$ cat config.mk
export PLATFORM = sky130hd
export DESIGN_NAME = regfile_scoreboard
export DESIGN_NICKNAME = d
export VERILOG_FILES = /design/src/rtl/regfile_scoreboard_pkg.sv /design/src/rtl/regfile_scoreboard_sb_popcount.sv /design/src/rtl/regfile_scoreboard.sv
export SDC_FILE = /design/constraint.sdc
export NUM_CORES = 2
export LEC_CHECK = 0
export CELL_PAD_IN_SITES_DETAIL_PLACEMENT = 0
export CELL_PAD_IN_SITES_GLOBAL_PLACEMENT = 1
export CORE_UTILIZATION = 40
export DETAILED_ROUTE_END_ITERATION = 10
export GPL_TIMING_DRIVEN = 0
export PLACE_DENSITY_LB_ADDON = 0.1
export SLEW_MARGIN = 20
export SYNTH_ARGS = -nofsm -noshare
export SYNTH_HDL_FRONTEND = slang
export SYNTH_SLANG_ARGS = --single-unit
$ cat constraint.sdc
create_clock -name clk -period 6.4 [get_ports clk]
set_input_delay 0.64 -clock clk [delete_from_list [all_inputs] [get_ports clk]]
set_output_delay 0.64 -clock clk [all_outputs]
set_load 0.005 [all_outputs]
$ cat src/rtl/regfile_scoreboard_pkg.sv
// ============================================================================
// regfile_scoreboard_pkg : shared defaults and constants for the register file
// Revision: 1.0
// ============================================================================
`default_nettype none

package regfile_scoreboard_pkg;

    localparam int XLEN_DEFAULT = 32;
    localparam int NREG_DEFAULT = 32;
    localparam int NRD_DEFAULT  = 2;
    localparam int REG_ZERO     = 0;

endpackage

`default_nettype wire

$ cat src/rtl/regfile_scoreboard_sb_popcount.sv
// ============================================================================
// sb_popcount : population count of a pending-bit vector
// Revision: 1.0
// ============================================================================
`default_nettype none

module sb_popcount #(
    parameter int N = 32,
    parameter int W = 6
) (
    input  logic [N-1:0] bits,
    output logic [W-1:0] count
);

    always_comb begin
        count = '0;
        for (int i = 0; i < N; i++) begin
            count = count + W'(bits[i]);
        end
    end

endmodule

`default_nettype wire

$ cat src/rtl/regfile_scoreboard.sv
// ============================================================================
// regfile_scoreboard : register file with pending-write scoreboard, RAW/WAW
//                      issue stall and same-cycle write-back bypass
// Revision: 1.0
// ============================================================================
`default_nettype none

module regfile_scoreboard
    import regfile_scoreboard_pkg::*;
#(
    parameter int  XLEN = XLEN_DEFAULT,
    parameter int  NREG = NREG_DEFAULT,
    parameter int  NRD  = NRD_DEFAULT,
    localparam int AW   = $clog2(NREG)
) (
    input  logic                clk,
    input  logic                rst,
    input  logic                iss_valid,
    output logic                iss_ready,
    input  logic [NRD*AW-1:0]   iss_rs,
    input  logic [AW-1:0]       iss_rd,
    input  logic                iss_wen,
    output logic                rd_valid,
    output logic [NRD*XLEN-1:0] rd_data,
    input  logic                wb_valid,
    input  logic [AW-1:0]       wb_addr,
    input  logic [XLEN-1:0]     wb_data,
    input  logic                flush,
    output logic [AW:0]         pend_cnt,
    input  logic [AW-1:0]       dbg_addr,
    output logic [XLEN-1:0]     dbg_data
);

    logic [XLEN-1:0]     r_regs [NREG];
    logic [NREG-1:0]     r_pending;
    logic [NREG-1:0]     w_pending_nxt;
    logic [AW:0]         w_pend_cnt_nxt;
    logic [NRD-1:0]      w_src_hazard;
    logic [NRD*XLEN-1:0] w_operands;
    logic                w_dst_hazard;
    logic                w_accept;
    logic                w_wb_write;

    assign w_wb_write = wb_valid && (wb_addr != AW'(REG_ZERO));

    // Register 0 is never pending, so it can never raise a source hazard.
    generate
        for (genvar k = 0; k < NRD; k++) begin : g_port
            logic [AW-1:0] w_rs;
            logic          w_wb_hit;

            assign w_rs            = iss_rs[k*AW +: AW];
            assign w_wb_hit        = wb_valid && (wb_addr == w_rs) && (w_rs != AW'(REG_ZERO));
            assign w_src_hazard[k] = r_pending[w_rs] && !w_wb_hit;
            assign w_operands[k*XLEN +: XLEN] = w_wb_hit ? wb_data : r_regs[w_rs];
        end
    endgenerate

    assign w_dst_hazard = iss_wen && (iss_rd != AW'(REG_ZERO)) && r_pending[iss_rd]
                          && !(wb_valid && (wb_addr == iss_rd));
    assign iss_ready    = !flush && !(|w_src_hazard) && !w_dst_hazard;
    assign w_accept     = iss_valid && iss_ready;

    // Clear from write-back first, then set from issue: a new producer owns the register.
    always_comb begin
        w_pending_nxt = r_pending;
        if (flush) begin
            w_pending_nxt = '0;
        end else begin
            if (w_wb_write) begin
                w_pending_nxt[wb_addr] = 1'b0;
            end
            if (w_accept && iss_wen && (iss_rd != AW'(REG_ZERO))) begin
                w_pending_nxt[iss_rd] = 1'b1;
            end
        end
    end

    sb_popcount #(
        .N (NREG),
        .W (AW + 1)
    ) u_popcount (
        .bits  (w_pending_nxt),
        .count (w_pend_cnt_nxt)
    );

    always_ff @(posedge clk or negedge rst) begin
        if (!rst) begin
            for (int i = 0; i < NREG; i++) begin
                r_regs[i] <= '0;
            end
        end else if (w_wb_write) begin
            r_regs[wb_addr] <= wb_data;
        end
    end

    always_ff @(posedge clk or negedge rst) begin
        if (!rst) begin
            r_pending <= '0;
            pend_cnt  <= '0;
            rd_valid  <= 1'b0;
            rd_data   <= '0;
        end else begin
            r_pending <= w_pending_nxt;
            pend_cnt  <= w_pend_cnt_nxt;
            rd_valid  <= w_accept;
            if (w_accept) begin
                rd_data <= w_operands;
            end
        end
    end

    assign dbg_data = r_regs[dbg_addr];

endmodule

`default_nettype wire
==> qor_table.md <==
| Stage | Item | Reported |
| --- | --- | --- |
| outcome | Result of the run | finished with violations |
| outcome | Violations in the final reports | setup timing |
| floorplanning | IO Pins | 167 |
| cells and area | Final cell count without fillers | 6,899 |
| clocking | CTS tree | yes |
| place | Post-detailed-placement cell area | 0.07433 mm² |
| place | Number of cells after detailed placement | 6,623 |
| yosys | Synthesized netlist net count | 4,281 |
| yosys | Yosys top cell area share | 0.4138 |
| yosys | Cell types with the largest area share after synthesis | dfrtp_1, mux4_2, mux2_2 |
| yosys | Unique masters post-synth | 51 |
| yosys | Post-synthesis xor/xnor area fraction | 0.002313 |
| worst setup path | Category of the worst setup path launch point | primary input |
| yosys | Share of the synthesized area in compound gates (AO/OA/AOI/OAI) | 0.01228 |
| place | Post-placement worst setup slack | -1.825 ns |
| yosys | Share of synthesized area spent on multiplexers | 0.5149 |
| sta | Final number of hold-violating endpoints | 0 |
| route | # DRC | 0 |
| yosys | Synth Cell Area | 0.06815 mm² |
| floorplanning | Core footprint | 0.1693 mm² |
| yosys | Area leader, netlist | dfrtp_1 |
| sta | Worst Hold Slack | 0.4032 ns |
| global routing | Largest net degree at the start of global routing | 139 |
| cells and area | Combined flip-flop and latch cell area | 0.02820 mm² |
| sta | Endpoints failing setup | 5 |
| pwr | Peak supply drop | 0.0003124 V |
| global routing | Initial antenna violation count | 15 |
| run | MaxCap Viol Count | 0 |
| cells and area | Most common cell after layout, fill and taps aside | dfrtp_1 |
| floorplanning | Floorplan die area | 0.1720 mm² |
| cells and area | Syn-to-layout area delta | 16.22% |
| route | Remaining antenna violation count after routing | 0 |
| yosys | Simple-gate share of the synthesized area | 0.01482 |
| global routing | Via count of the first global-routing pass | 46,307 |
| sta | Clock period minus final worst setup slack | 6.765 ns |
| yosys | Asr flop ratio synth | 1.000 |
| yosys | Synth Instances | 4,186 |
| sta | Worst-Margin Slew | 1.277 ns |
| route | Ratio of routed vias to standard cells | 6.707 |
| yosys | Mapped Avg Cell Area | 16.28 µm² |
| sta | Setup Skew | 0.02855 ns |
| cells and area | Fraction of final layout cells sized beyond drive strength 1 | 0.4987 |
| cells and area | Area occupied by multi-input gates | 0.03786 mm² |
| yosys | Sequential cell area fraction in the yosys report | 0.4138 |
| yosys | Register bit total from synthesis | 1,127 |
| pwr | Leakage component of the power | 32.88 nW |
| clocking | Buffer type at the clock tree root | clkbuf_16 |
| sta | Total negative slack for setup checks | -1.423 ns |
| place | Count of port buffers added during placement | 153 |
| global routing | Total Routing Usage GR | 0.3462 |
| yosys | Total of warnings raised by yosys | 0 |
| worst setup path | Worst Setup End Kind | register |
| pwr | Power density over the cells | 305.9 mW/mm² |
| place | Total half-perimeter wirelength after legalization and detailed placement | 211,900 µm |
| sta | Achievable frequency | 147.8 MHz |
| route | Average wire per cell in the routed design | 42.83 µm |
| global routing | First-pass GRT wire length | 402,900 µm |
| clocking | Number of H-tree branching levels | 4 |
| route | DR iter-0 viols | 5,350 |
| sta | Number of slew-limit violations in the final report | 0 |
| sta | Slew HR | 0.1486 |
| floorplanning | Initial core utilization | 0.4026 |
| yosys | Number of flops mapped to enable cells by yosys | 0 |
| min path | Worst Hold Class | primary input to asynchronous set/reset pin |
| clocking | Insertion delay to the later sink of the worst-skew pair | 0.81 ns |
| route | Total via count after detailed routing | 46,271 |
| yosys | Commonest register cell after synthesis | dfrtp_1 |
| cells and area | Number of fillers in the final layout | 14,804 |
| global routing | GRT overflow | 0 |
| sta | RSZ-0062 raised after global routing | true |
| floorplanning | Number of rows in the core area | 151 |
| worst setup path | Largest fanout on the critical path | 10 |
| worst setup path | Critical path arrival | 7.47 ns |
| floorplanning | Die outline width | 414.8 µm |
| yosys | Main combinational cell family by area after synthesis | multiplexers |
| sta | Crit share post-route | 1.057 |
| clocking | Inserted Clock Buffers | 140 |
| clocking | Clock transition time at the flip-flop clock pins of the worst setup and hold paths | 0.05 ns |
| cells and area | Fin area | 0.07921 mm² |
| worst setup path | Category of the most critical setup path | primary input to register |
| worst setup path | Critical path data required time | 7.11 ns |
| floorplanning | Chip height | 414.8 µm |
| cells and area | Final Net Count | 4,653 |
| sta | Worst Setup Slack, final | -0.3651 ns |
| cells and area | Commonest cells after routing, fill and taps aside | dfrtp_1, mux4_2, mux2_2, mux2_1, clkbuf_1 |
| clocking | CTS sink cnt | 1,127 |
| route | Post-Route WL | 295,500 µm |
| place | GPL Wtd Cong | 0.9210 |
| route | Number of detailed-route iterations in the first pass | 5 |
| clocking | Maximum buffer depth of the clock tree | 3 |
| yosys | Area share of fa/ha/maj cells after synthesis | 0.008518 |
==> metal layers <==
metal / global-route usage / vias up / wire (µm)
met5: 0.005557 / - / 82
met4: 0.2003 / 10 / 19530
met3: 0.09725 / 660 / 26340
met2: 0.5052 / 2443 / 130400
met1: 0.4625 / 25564 / 119100
li1: - / 17594 / -
==> cell families (layout without fill, tap and decap cells) <==
logic type,after synthesis,in the layout
AOI/OAI and AO/OA,130,130
xor gates and xnor gates,18,18
DFF,1127,1127
other,0,11
muxes,2146,2146
buffers and inverters,536,1020
adders and majority gates,32,32
and+or+nand+nor,197,197
==> power breakdown <==
part / switching [mW] / internal (mW)
clock: 3.42 / 4.70
sequential: 1.23 / 8.52
combinational: 2.62 / 3.74
total: 7.27 / 17.0
==> registers in the layout (all words and copies together) (netlist names) <==
name       flops
r_regs      1024
rd_data       64
r_pending     32
pend_cnt       6
rd_valid       1
==> cells in the mapped netlist (all sizes together) (2+ instances only) <==
| cell | n |
|---|---|
| a32oi | 2 |
| ha | 8 |
| xnor2 | 8 |
| nor3b | 5 |
| mux2 | 1089 |
| o22ai | 2 |
| a41oi | 2 |
| a21oi | 34 |
| or3b | 14 |
| nand4 | 2 |
| fa | 24 |
| o32a | 2 |
| nand3b | 26 |
| or2 | 3 |
| o32ai | 5 |
| xor2 | 10 |
| buf | 170 |
| and3 | 2 |
| nand2b | 4 |
| nor2b | 8 |
| nor2 | 57 |
| mux4 | 979 |
| o31a | 13 |
| nand3 | 8 |
| dfrtp | 1127 |
| mux2i | 78 |
| o31ai | 30 |
| nor3 | 4 |
| clkbuf | 329 |
| nand2 | 59 |
| a21o | 2 |
| o21ai | 33 |
| inv | 37 |
==> final timing paths <==
kind	startpoint	to	slack (ns)	cells after the start
worst max-delay path	wb_addr[4]	pend_cnt[4]	-0.37	22
worst min-delay path	rst	r_regs[73]	0.40	2
worst max register to register	r_pending[29]	pend_cnt[4]	-0.26	24
worst min register to register	r_regs[997]	r_regs[997]	0.50	1
max in group asynchronous	rst	r_regs[729]	3.76	5
min in group clk	r_regs[997]	r_regs[997]	0.50	1
==> area by class of cell <==
class / count / area share
Timing Repair Buffer: 230 / 0.04057
Multi-Input combinational cell: 2523 / 0.4779
Tap cell: 2218 / 0.03504
Antenna cell: 11 / 0.0003475
Clock inverter: 41 / 0.005687
Clock buffer: 213 / 0.05240
Sequential cell: 1127 / 0.3561
Inverter: 37 / 0.001753
Buffer: 499 / 0.03022
==> what timing repair did <==
item,4_1_cts,5_1_grt
pin swaps,4,4
hold buffers,1,0
resized for setup,41,10
gates cloned,0,0
hold endpoints to repair,98,0
endpoints found under the setup margin,6,5
setup buffers,9,1
==> stage by stage <==
| step | util | total power, mW |
|---|---|---|
| 2_1_floorplan | - | 13.50 |
| 3_3_place_gp | 0.4283 | 15.94 |
| 3_5_place_dp | 0.4391 | 16.13 |
| 4_1_cts | 0.4675 | 24.27 |
| 5_1_grt | 0.4678 | 25.06 |
| 6_report | 0.4679 | 24.23 |
==> critical path, cell delays in order <==
cell,delay [ns]
clkdlybuf4s50_1,0.48
clkbuf_1,0.31
nor3b_1,0.54
nand2_1,0.36
clkbuf_2,0.50
nand3b_1,0.26
o31ai_2,0.11
fa_1,0.61
inv_1,0.07
fa_1,0.53
fa_1,0.43
fa_1,0.52
fa_1,0.47
fa_1,0.50
inv_1,0.05
fa_2,0.35
inv_2,0.07
fa_2,0.21
inv_2,0.03
a21o_1,0.16
a21oi_2,0.14
xnor2_1,0.12
No activity file was read; power rests on OpenSTA's default activity.
